File: src/rtl/systolic_feed_ctrl_if.sv
// Signal bundle between the host/load logic, systolic_feed_ctrl and the MAC array edges.
// master = host side (writes, start); slave = the feed controller.
interface systolic_feed_ctrl_if #(
    parameter int unsigned DATA_WIDTH = 8,
    parameter int unsigned A_ROWS     = 2,
    parameter int unsigned A_COLS     = 2,
    parameter int unsigned B_COLS     = 2
);
    localparam int unsigned MaxRc  = (A_ROWS > A_COLS) ? A_ROWS : A_COLS;
    localparam int unsigned MaxDim = (MaxRc > B_COLS) ? MaxRc : B_COLS;
    localparam int unsigned IDX_W  = $clog2((MaxDim > 2) ? MaxDim : 2);

    logic                                 wr_en;
    logic                                 wr_sel;
    logic [IDX_W-1:0]                     wr_row;
    logic [IDX_W-1:0]                     wr_col;
    logic [DATA_WIDTH-1:0]                wr_data;
    logic                                 start;
    logic                                 busy;
    logic                                 done;
    logic                                 array_clr;
    logic [A_ROWS-1:0][DATA_WIDTH-1:0]    a_out;
    logic [B_COLS-1:0][DATA_WIDTH-1:0]    b_out;

    modport master (
        output wr_en, wr_sel, wr_row, wr_col, wr_data, start,
        input  busy, done, array_clr, a_out, b_out
    );

    modport slave (
        input  wr_en, wr_sel, wr_row, wr_col, wr_data, start,
        output busy, done, array_clr, a_out, b_out
    );
endinterface

File: src/rtl/systolic_feed_ctrl.sv
// Operand buffers and sequencer for an output-stationary systolic MAC array:
// clear accumulators, stream A/B diagonally skewed, drain the MAC pipeline, pulse done.
module systolic_feed_ctrl #(
    parameter int unsigned DATA_WIDTH = 8,
    parameter int unsigned A_ROWS     = 2,
    parameter int unsigned A_COLS     = 2,
    parameter int unsigned B_COLS     = 2,
    parameter int unsigned MAC_LAT    = 1
) (
    input logic                 clk,
    input logic                 reset,
    systolic_feed_ctrl_if.slave bus
);
    localparam int unsigned MaxRc     = (A_ROWS > A_COLS) ? A_ROWS : A_COLS;
    localparam int unsigned MaxDim    = (MaxRc > B_COLS) ? MaxRc : B_COLS;
    localparam int unsigned IdxW      = $clog2((MaxDim > 2) ? MaxDim : 2);
    localparam int unsigned StreamLen = A_ROWS + A_COLS + B_COLS - 2;
    localparam int unsigned CntMax    = (StreamLen > MAC_LAT) ? StreamLen : MAC_LAT;
    localparam int unsigned CntW      = $clog2(CntMax + 1);

    typedef enum logic [2:0] {
        StIdle,
        StClear,
        StStream,
        StDrain,
        StDone
    } state_e;

    state_e                                         state_q, state_d;
    logic [CntW-1:0]                                cnt_q, cnt_d;
    logic [A_ROWS-1:0][A_COLS-1:0][DATA_WIDTH-1:0]  a_buf_q, a_buf_d;
    logic [A_COLS-1:0][B_COLS-1:0][DATA_WIDTH-1:0]  b_buf_q, b_buf_d;
    logic [A_ROWS-1:0][DATA_WIDTH-1:0]              a_out_q, a_out_d;
    logic [B_COLS-1:0][DATA_WIDTH-1:0]              b_out_q, b_out_d;
    logic [CntW-1:0]                                feed_t;

    always_comb begin
        state_d = state_q;
        cnt_d   = cnt_q;
        unique case (state_q)
            StIdle: begin
                if (bus.start) begin
                    state_d = StClear;
                end
            end
            StClear: begin
                state_d = StStream;
                cnt_d   = '0;
            end
            StStream: begin
                if (cnt_q == CntW'(StreamLen - 1)) begin
                    cnt_d   = '0;
                    state_d = (MAC_LAT == 0) ? StDone : StDrain;
                end else begin
                    cnt_d = cnt_q + 1'b1;
                end
            end
            StDrain: begin
                if (cnt_q == CntW'(MAC_LAT - 1)) begin
                    cnt_d   = '0;
                    state_d = StDone;
                end else begin
                    cnt_d = cnt_q + 1'b1;
                end
            end
            StDone: begin
                state_d = StIdle;
            end
            default: begin
                state_d = StIdle;
                cnt_d   = '0;
            end
        endcase
    end

    // Outputs are registered, so load the skew slot for the cycle being entered.
    always_comb begin
        feed_t  = (state_q == StClear) ? '0 : cnt_q + 1'b1;
        a_out_d = '0;
        b_out_d = '0;
        if (state_d == StStream) begin
            for (int i = 0; i < int'(A_ROWS); i++) begin
                for (int k = 0; k < int'(A_COLS); k++) begin
                    if (int'(feed_t) == i + k) begin
                        a_out_d[i] = a_buf_q[i][k];
                    end
                end
            end
            for (int j = 0; j < int'(B_COLS); j++) begin
                for (int k = 0; k < int'(A_COLS); k++) begin
                    if (int'(feed_t) == j + k) begin
                        b_out_d[j] = b_buf_q[k][j];
                    end
                end
            end
        end
    end

    // Out-of-range indices never match a loop position, so they fall through unwritten.
    always_comb begin
        a_buf_d = a_buf_q;
        b_buf_d = b_buf_q;
        if (bus.wr_en && (state_q == StIdle)) begin
            if (!bus.wr_sel) begin
                for (int i = 0; i < int'(A_ROWS); i++) begin
                    for (int k = 0; k < int'(A_COLS); k++) begin
                        if ((bus.wr_row == IdxW'(i)) && (bus.wr_col == IdxW'(k))) begin
                            a_buf_d[i][k] = bus.wr_data;
                        end
                    end
                end
            end else begin
                for (int k = 0; k < int'(A_COLS); k++) begin
                    for (int j = 0; j < int'(B_COLS); j++) begin
                        if ((bus.wr_row == IdxW'(k)) && (bus.wr_col == IdxW'(j))) begin
                            b_buf_d[k][j] = bus.wr_data;
                        end
                    end
                end
            end
        end
    end

    always_ff @(posedge clk or posedge reset) begin
        if (reset) begin
            state_q <= StIdle;
            cnt_q   <= '0;
            a_buf_q <= '0;
            b_buf_q <= '0;
            a_out_q <= '0;
            b_out_q <= '0;
        end else begin
            state_q <= state_d;
            cnt_q   <= cnt_d;
            a_buf_q <= a_buf_d;
            b_buf_q <= b_buf_d;
            a_out_q <= a_out_d;
            b_out_q <= b_out_d;
        end
    end

    assign bus.busy      = (state_q != StIdle);
    assign bus.done      = (state_q == StDone);
    assign bus.array_clr = (state_q == StClear);
    assign bus.a_out     = a_out_q;
    assign bus.b_out     = b_out_q;

    done_single_pulse_a: assert property (@(posedge clk) disable iff (reset)
        bus.done |=> !bus.done);

    clear_quiet_a: assert property (@(posedge clk) disable iff (reset)
        bus.array_clr |-> ((a_out_q == '0) && (b_out_q == '0)));
endmodule

File: src/flat_wrapper.sv
// flat-port wrapper written by rule: the top's interface ports become plain ports
module systolic_feed_ctrl_flat 
#(
    parameter int unsigned DATA_WIDTH = 8,
    parameter int unsigned A_ROWS     = 2,
    parameter int unsigned A_COLS     = 2,
    parameter int unsigned B_COLS     = 2,
    parameter int unsigned MAC_LAT    = 1
)
  (clk, reset, bus_wr_en, bus_wr_sel, bus_wr_row, bus_wr_col, bus_wr_data, bus_start, bus_busy, bus_done, bus_array_clr, bus_a_out, bus_b_out);
  systolic_feed_ctrl_if #(.DATA_WIDTH(DATA_WIDTH), .A_ROWS(A_ROWS), .A_COLS(A_COLS), .B_COLS(B_COLS)) bus_i ();
  input logic clk;
  input logic reset;
  input wire logic [$bits(bus_i.wr_en)-1:0] bus_wr_en;
  input wire logic [$bits(bus_i.wr_sel)-1:0] bus_wr_sel;
  input wire logic [$bits(bus_i.wr_row)-1:0] bus_wr_row;
  input wire logic [$bits(bus_i.wr_col)-1:0] bus_wr_col;
  input wire logic [$bits(bus_i.wr_data)-1:0] bus_wr_data;
  input wire logic [$bits(bus_i.start)-1:0] bus_start;
  output wire logic [$bits(bus_i.busy)-1:0] bus_busy;
  output wire logic [$bits(bus_i.done)-1:0] bus_done;
  output wire logic [$bits(bus_i.array_clr)-1:0] bus_array_clr;
  output wire logic [$bits(bus_i.a_out)-1:0] bus_a_out;
  output wire logic [$bits(bus_i.b_out)-1:0] bus_b_out;
  assign bus_i.wr_en = bus_wr_en;
  assign bus_i.wr_sel = bus_wr_sel;
  assign bus_i.wr_row = bus_wr_row;
  assign bus_i.wr_col = bus_wr_col;
  assign bus_i.wr_data = bus_wr_data;
  assign bus_i.start = bus_start;
  assign bus_busy = bus_i.busy;
  assign bus_done = bus_i.done;
  assign bus_array_clr = bus_i.array_clr;
  assign bus_a_out = bus_i.a_out;
  assign bus_b_out = bus_i.b_out;
  systolic_feed_ctrl #(.DATA_WIDTH(DATA_WIDTH), .A_ROWS(A_ROWS), .A_COLS(A_COLS), .B_COLS(B_COLS), .MAC_LAT(MAC_LAT)) u_core (.clk(clk), .reset(reset), .bus(bus_i));
endmodule
File: config.mk
export PLATFORM = sky130hd
export DESIGN_NAME = systolic_feed_ctrl_flat
export DESIGN_NICKNAME = d
export VERILOG_FILES = /design/src/rtl/systolic_feed_ctrl_if.sv /design/src/rtl/systolic_feed_ctrl.sv /design/src/flat_wrapper.sv
export SDC_FILE = /design/constraint.sdc
export NUM_CORES = 1
export LEC_CHECK = 0
export ABC_AREA = 1
export CAP_MARGIN = 40
export CORE_UTILIZATION = 25
export CTS_BUF_LIST = sky130_fd_sc_hd__clkbuf_8
export DETAILED_ROUTE_END_ITERATION = 6
export MAX_ROUTING_LAYER = met4
export SLEW_MARGIN = 20
export SYNTH_ARGS = -nofsm -noshare
export SYNTH_HDL_FRONTEND = slang
export SYNTH_SLANG_ARGS = --single-unit
File: constraint.sdc
create_clock -name clk -period 3.6 [get_ports clk]
set_input_delay 0.54 -clock clk [delete_from_list [all_inputs] [get_ports clk]]
set_output_delay 0.54 -clock clk [all_outputs]
set_load 0.02 [all_outputs]
## Word level (Yosys, flattened, before mapping)

Cells that the tools add are included.
W data, S select, Z words.

| cells by class | value |
|---|---|
| reductions and logical operators | 18 |
| eq/ne operators | 8 |
| bitwise logic cells | 3 |
| mux-type cells | 18 |
| $add $sub $neg | 1 |

Operator list:

| cell | count |
|---|---|
| $mux W8 | 8 |
| $mux W16 | 2 |
| $reduce_and A3 Y1 | 8 |
| $mux W3 | 6 |
| $eq A3 B2 Y1 const B | 5 |
| $pmux W3 S4 | 1 |
| $logic_not A3 Y1 | 3 |
| $pmux W3 S3 | 1 |
| $eq A3 B3 Y1 const B | 2 |
| $logic_and A1 B1 Y1 | 5 |
| $add A3 B1 Y3 const B | 1 |
| $eq A3 B1 Y1 const B | 1 |
| $not A1 Y1 | 3 |
| $reduce_bool A3 Y1 | 1 |
| $reduce_or A2 Y1 | 1 |

| word-level totals | value |
|---|---|
| output and inout port bits | 35 |
| register bits | 102 |

## Logic depth before layout (Yosys ltp)

Gate-level depths: netlist (run 1).

| depth | value |
|---|---|
| depth in word-level cells | 6 |
| mapped depth | 10 |
| depth with buffers taken out | 9 |

## Worst setup path before layout (run 1)

No wires, ideal clock.

| timing path | value |
|---|---|
| path kind | register -> register |
| start | register u_core.cnt_q[0] |
| end | register u_core.a_out_q, in the netlist u_core.bus.a_out[10] |
| setup slack | 1924 ps |
| setup time | 69 ps |
| buffers on the path | 1 |
| arrival | 1607 ps |
| clock period less this slack | 1676 ps |
| data required time | 3531 ps |
| stages on the path, launching flop included | 11 |
| cell sequence | dfrtp_1 > ha_1 > inv_1 > ha_1 > inv_1 > nor3_2 > buf_2 > nand3_1 > nand2_1 > inv_1 > nor2_2 |

RTL lines:

| element | RTL line | source |
|---|---|---|
| start: declaration | systolic_feed_ctrl.sv:30 | `logic [CntW-1:0] cnt_q, cnt_d;` |
| start signal: assignment | systolic_feed_ctrl.sv:134 | `cnt_q <= cnt_d;` |
| end signal: assignment | systolic_feed_ctrl.sv:137 | `a_out_q <= a_out_d;` |
| end: declaration | systolic_feed_ctrl.sv:33 | `logic [A_ROWS-1:0][DATA_WIDTH-1:0] a_out_q, a_out_d;` |

## Final worst setup path (run 1)

| timing path | value |
|---|---|
| start | register u_core.state_q[0] |
| end | output bus_done |

| on the way | value |
|---|---|
| longest elaborated chain between the ends | 1 |

Ends and longest elaborated chain:

| element | RTL line | source |
|---|---|---|
| start: declaration | systolic_feed_ctrl.sv:29 | `state_e state_q, state_d;` |
| start signal: assignment | systolic_feed_ctrl.sv:126 | `state_q <= StIdle;` |
| start signal: assignment | systolic_feed_ctrl.sv:133 | `state_q <= state_d;` |
| $eq A3 B3 Y1 | systolic_feed_ctrl.sv:143 | `assign bus.done = (state_q == StDone);` |
| end: declaration | flat_wrapper.sv:21 | `output wire logic [$bits(bus_i.done)-1:0] bus_done;` |

Every way passes these cells.

==> run_results.csv, run 1 <==
group,metric,value,unit
cts,post-cts-setup-buffers,0,
die,initial_core_util,25.6,%
drt,wirelength,11.4,mm
setup_path,rr_endpoint,"u_core.bus.b_out[15]$_DFF_PP0_",
grt,overflow,0,
setup_path,r2r_start,"u_core.cnt_q[0]$_DFFE_PP0N_",
sta,finalHoldViolCount,0,
cts,htreeDepth,3,
sta,fmax,0.416,GHz
drt,via_per_inst,4.40,
synth,muxShareOfSynthArea,0,%
drt,vias,3633,
synth,yosysUniqueCellTypes,22,
grt,antenna_found_initial,0,
grt,grt_pass1_vias,3661,
pwr,power_switching_share,41.7,%
cts,cts_tree,"yes",
drt,dr_wl_met2,5.54,mm
grt,track_usage,13.1,%
place,gp_congestion,0.738,
place,io_buffers,49,
drt,routed.top_layer,"met4",
drt,drtIter0Drc,265,
cts,postCtsHoldBufs,0,
status,status,"finished, violations left",
final_layout,diodes,0,
die,core.rowCount,49,
sta,finalCriticalPeriod,2400,ps
cts,cts_buffer_depth,2,
sta,post-route-period-util,66.8,%
sta,drv_slew,0,
status,violations,"DRC",
pwr,pwr-share-clk,17.7,%
grt,grt_first_pass_wirelength,19.0,mm
min_path,worstHoldPathType,"in2async",
pwr,pwr-share-comb,41.4,%
drt,drt-met1-wl,5.18,mm
drt,dr_wl_met3,472,um
setup_path,cp_slowest_cell,"clkdlybuf4s50_1",
place,dp_hpwl,7.06,mm
drt,drt_first_pass_iters,6,
synth,ys_seq_area_share,55.0,%
setup_path,critPathTopFamily,"buffers and inverters",
pwr,seq_power_share,40.9,%
die,dieArea,19100,um2
synth,synth_simple_gate_area_share,29.1,%
pwr,power,4.43,mW
final_layout,area_growth_syn_to_layout,19.5,%
pwr,p_int,2.58,mW
sta,fin_tns_setup,0,ps
cts,clk_latency,380,ps
setup_path,r2r_cells,9,
synth,synth_top_family_by_area,"simple AND/OR/NAND/NOR gates",
run,drv_cap,0,
synth,synthesis.nets,571,
setup_path,path_cells,"nor2_4 > inv_1 > nor2_1 > clkdlybuf4s50_1",
pwr,p_switching,1.85,mW
setup_path,r2r_setup_slack,1400,ps
drt,wl_per_cell,13.8,um
setup_path,worstSetupEndpointType,"primary output",
sta,tightest_slew,768,ps
setup_path,crit_path_max_fanout,5,
drt,remaining_drc_errors,5,
sta,skew,8.85,ps
die,ios,50,
sta,fin_ws,1200,ps
setup_path,path_buf_inv,2,
cts,clk_pin_slew,100,ps
sta,setup_viol,0,
synth,synth_adder_area_share,1.08,%
die,core,18100,um2
final_layout,nNetsFinal,610,
sta,rsz0062_at_grt,"no",
die,die_width,138,um
setup_path,cp_data_arrival_time,1860,ps
cts,cts_inserted_buffers,9,
synth,synth_warnings,0,
setup_path,crit_path_start_kind,"flop",
grt,grt_max_degree,73,
synth,synth_compound_gate_area_share,7.39,%
cts,clock-sinks,102,
setup_path,criticalPathCategory,"reg2out",
place,dp_slack,1390,ps
pwr,peakVddDrop,0.262,mV
final_layout,fillerInstances,1883,
pwr,p_leak,2.66,nW
sta,slew_headroom,48.8,%
synth,synth_area,4640,um2
synth,avgSynthCellArea,8.40,um2
die,die_y,138,um
cts,cts_resized,0,
synth,post_synth_inst_count,552,
pwr,p_per_area,799,nW/um2
final_layout,drive_gt1_share,9.23,%
setup_path,required,3060,ps
synth,synth-seq-cells,102,
cts,cts_root_buffer,"clkbuf_8",
synth,synthXorXnorAreaFrac,0,%
setup_path,slowest_delay,610,ps
drt,ant_nets,0,
==> state kept, by name, indices dropped and copies added (netlist names) <==
register / count
u_core.cnt_q: 3
u_core.b_buf_q: 32
u_core.a_buf_q: 32
u_core.state_q: 3
u_core.bus.b_out: 16
u_core.bus.a_out: 16
==> through the flow <==
step / std cells / hold slack [ps] / utilization, % / area (um2)
floorplan: 552 / 451 / - / 4640
global placement: 808 / 465 / 29.3 / 5300
detailed placement: 808 / 472 / 29.3 / 5300
CTS: 824 / 499 / 30.5 / 5520
global route: 825 / 408 / 30.7 / 5540
finish: 825 / 406 / 30.7 / 5540
==> synth_stat cells <==
cell type,number,share of area [%]
nor2_4,7,1.7
nand2_1,186,15
nand3_2,2,0.43
nor2_1,25,2.0
buf_6,5,1.2
nand2_4,1,0.24
o21ai_1,4,0.43
clkbuf_1,14,1.1
nand3_4,1,0.38
nand2_2,2,0.27
inv_1,48,3.9
nor3_1,1,0.11
o21ai_0,60,6.5
o211ai_1,3,0.49
nor3_2,1,0.22
dfrtp_1,102,55
buf_4,3,0.49
nor2_2,16,2.2
inv_2,1,0.081
buf_2,6,0.65
ha_1,4,1.1
nand3_1,60,6.5
==> per-layer routing <==
| metal | vias up | GRT usage [%] |
|---|---|---|
| met1 | 1733 | 16.1 |
| met3 | 9 | 1.70 |
| met4 | 0 | 5.68 |
| li1 | 1815 | - |
| met5 | - | - |
| met2 | 76 | 21.5 |
==> power by group through the flow <==
stage	sequential (mW)	combinational [mW]	clock (mW)
after floorplan	1.93	1.23	0
final	1.81	1.83	0.784
after global placement	1.83	1.84	0
after detailed placement	1.83	1.86	0
after CTS	1.81	1.87	0.807
after global routing	1.87	2.09	0.845
==> worst max-delay path by stage <==
stage / cells past startpoint / startpoint / endpoint
6_report: 4 / u_core.state_q[0]$_DFF_PP0_ / bus_done
5_1_grt: 4 / u_core.state_q[0]$_DFF_PP0_ / bus_done
4_1_cts: 4 / u_core.state_q[0]$_DFF_PP0_ / bus_done
3_5_place_dp: 9 / u_core.cnt_q[0]$_DFFE_PP0N_ / u_core.bus.a_out[8]$_DFF_PP0_
3_3_place_gp: 6 / bus_wr_en / u_core.b_buf_q[24]$_DFFE_PP0P_
2_1_floorplan: 1 / reset / u_core.a_buf_q[0]$_DFFE_PP0P_
==> cell type report <==
type / count / area, um2 / share of cell area, %
Clock inverter: 5 / 63.8 / 1.15
Sequential cell: 102 / 2550 / 46.0
Clock buffer: 11 / 151 / 2.73
Tap cell: 229 / 287 / 5.17
Timing Repair Buffer: 56 / 563 / 10.2
Multi-Input combinational cell: 373 / 1740 / 31.4
Inverter: 49 / 186 / 3.36
==> placed cells by master (no fill, tap or decap), types with 2 or more instances in the layout <==
cell	instances
nand2_2	2
nand3_1	60
dfrtp_1	102
ha_1	4
nor2_4	7
o21ai_1	4
inv_6	2
o21ai_0	60
clkbuf_8	11
o211ai_1	3
nand2_1	186
nor2_1	25
inv_1	47
nand3_2	2
buf_4	6
nor2_2	16
clkdlybuf4s50_1	49
==> logic make-up (layout without fill, tap and decap cells) <==
kind of cell / Yosys count / in the layout
adder cells (fa/ha/maj): 4 / 4
AO/OA/AOI/OAI: 67 / 67
AND/OR/NAND/NOR: 302 / 302
buffers and inverters: 77 / 121
flip-flops: 102 / 102
==> worst register-to-register path, cell delays in order (launching register included) <==
cell	delay, ps
dfrtp_1	440
ha_1	210
inv_1	50
ha_1	310
inv_1	80
nor2_2	610
nand3_1	140
nand2_1	150
inv_1	50
nor2_1	100
(Power assumes the default switching activity.)
==> run 2: changes to the inputs <==
clock period = 1.93 ns   (was 3.6 ns; I/O delays follow)
==> run_results.csv, run 2 (same netlist as run 1, synthesis figures left out) <==
group,metric,value,unit
grt,grt_max_degree,51,
place,dp_slack,125,ps
setup_path,cp_data_arrival_time,2100,ps
final_layout,top_regs,"u_core.a_buf_q: 32 flops, u_core.b_buf_q: 32 flops",
pwr,p_per_area,1480,nW/um2
cts,post-cts-setup-buffers,0,
setup_path,crit_top_cell,"inv_1",
die,core,18100,um2
cts,cts_inserted_buffers,9,
cts,clock-sinks,102,
pwr,peakVddDrop,0.653,mV
drt,wl_per_cell,13.5,um
setup_path,required,2220,ps
sta,finalCriticalPeriod,1800,ps
pwr,power,8.42,mW
cts,htreeDepth,3,
die,die_width,138,um
cts,clk_pin_slew,90,ps
sta,tightest_slew,526,ps
die,core.rowCount,49,
drt,drt-met1-wl,5.44,mm
run,drv_cap,0,
setup_path,path_buf_inv,4,
drt,dr_wl_met3,484,um
drt,drt_first_pass_iters,6,
pwr,seq_power_share,40.0,%
drt,remaining_drc_errors,7,
pwr,p_int,4.99,mW
place,io_buffers,49,
setup_path,crit_path_start_kind,"flop",
die,dieArea,19100,um2
setup_path,r2r_cells,10,
setup_path,path_cells,"ha_1 > inv_1 > ha_1 > inv_1 > nor3_2 > buf_12 > nand3_1 > nand2_1 > inv_1 > nor2_1",
drt,dr_wl_met2,5.30,mm
grt,track_usage,12.8,%
place,dp_cells,823,
setup_path,r2r_setup_slack,130,ps
setup_path,r2r_start,"u_core.cnt_q[0]$_DFFE_PP0N_",
setup_path,rr_endpoint,"u_core.bus.b_out[15]$_DFF_PP0_",
final_layout,layout_commonest_cell,"nand2_1",
pwr,power_switching_share,40.8,%
place,gp_congestion,0.790,
setup_path,crit_path_max_fanout,32,
sta,finalHoldViolCount,0,
die,die_y,138,um
status,violations,"DRC",
setup_path,criticalPathCategory,"reg2reg",
final_layout,drive_gt1_share,10.8,%
grt,antenna_found_initial,0,
pwr,pwr-share-comb,44.1,%
setup_path,critPathTopFamily,"simple AND/OR/NAND/NOR gates",
pwr,pwr-share-clk,15.8,%
sta,setup_viol,0,
final_layout,final_cell_mix,"186 x nand2_1, 102 x dfrtp_1, 60 x nand3_1, 60 x o21ai_0, 49 x inv_1",
drt,wirelength,11.3,mm
cts,cts_tree,"yes",
setup_path,cp_slowest_cell,"dfrtp_1",
sta,drv_slew,0,
cts,clk_latency,360,ps
grt,grt_pass1_vias,3619,
drt,ant_nets,0,
sta,fmax,0.555,GHz
final_layout,nNetsFinal,624,
final_layout,final_core_util,31.4,%
die,initial_core_util,25.6,%
die,ios,50,
drt,vias,3611,
status,status,"finished, violations left",
drt,routed.top_layer,"met4",
pwr,p_switching,3.44,mW
sta,fin_ws,128,ps
drt,via_per_inst,4.31,
grt,overflow,0,
pwr,p_leak,2.74,nW
sta,slew_headroom,64.8,%
final_layout,area_growth_syn_to_layout,22.4,%
sta,skew,8.32,ps
cts,cts_root_buffer,"clkbuf_8",
setup_path,slowest_delay,380,ps
setup_path,worstSetupEndpointType,"flop",
drt,drtIter0Drc,258,
final_layout,diodes,0,
sta,rsz0062_at_grt,"yes",
sta,post-route-period-util,93.4,%
final_layout,instances_no_fill,838,
min_path,worstHoldPathType,"in2async",
cts,cts_buffer_depth,2,
grt,grt_first_pass_wirelength,18.7,mm
place,dp_hpwl,7.65,mm
run 2: area by class of cell:
class,instances,area [um2]
Fill cell,1895,12400
Clock buffer,10,138
Clock inverter,5,52.6
Tap cell,229,287
Sequential cell,102,2550
Inverter,49,188
Timing Repair Buffer,70,719
Multi-Input combinational cell,373,1740
run 2: timing repair:
item	in CTS	in global routing
hold buffers	0	0
setup endpoints to repair	3	1
resized for setup	3	0
gates cloned	0	0
run 2: metal layers:
| metal | vias up | track usage [%] |
|---|---|---|
| met3 | 6 | 2.04 |
| met2 | 68 | 20.6 |
| met4 | 0 | 3.61 |
| li1 | 1839 | - |
| met1 | 1698 | 16.6 |
| met5 | - | - |
run 2: worst max-delay path by stage:
stage / startpoint / endpoint / depth (start not counted)
finish: u_core.cnt_q[0]$_DFFE_PP0N_ / u_core.bus.b_out[15]$_DFF_PP0_ / 10
floorplan: u_core.cnt_q[0]$_DFFE_PP0N_ / u_core.bus.a_out[10]$_DFF_PP0_ / 10
global route: u_core.cnt_q[0]$_DFFE_PP0N_ / u_core.bus.a_out[6]$_DFF_PP0_ / 10
detailed placement: bus_wr_en / u_core.a_buf_q[19]$_DFFE_PP0P_ / 6
global placement: bus_wr_en / u_core.a_buf_q[19]$_DFFE_PP0P_ / 6
CTS: u_core.cnt_q[0]$_DFFE_PP0N_ / u_core.bus.b_out[15]$_DFF_PP0_ / 10
run 2: power groups by stage:
stage | Combinational (mW) | Clock, mW | Sequential (mW)
global placement | 3.75 | 0 | 3.42
floorplan | 2.29 | 0 | 3.59
finish | 3.72 | 1.33 | 3.37
detailed placement | 3.78 | 0 | 3.42
CTS | 3.77 | 1.37 | 3.38
global route | 4.18 | 1.45 | 3.47
run 2: per-stage QoR:
stage | hold slack [ps] | TNS, ps | instance area, um2
final | 261 | 0 | 5680
after global routing | 277 | -24.8 | 5680
after CTS | 261 | 0 | 5680
after detailed placement | 472 | 0 | 5490
after global placement | 464 | 0 | 5490
after floorplan | 451 | 0 | 4640
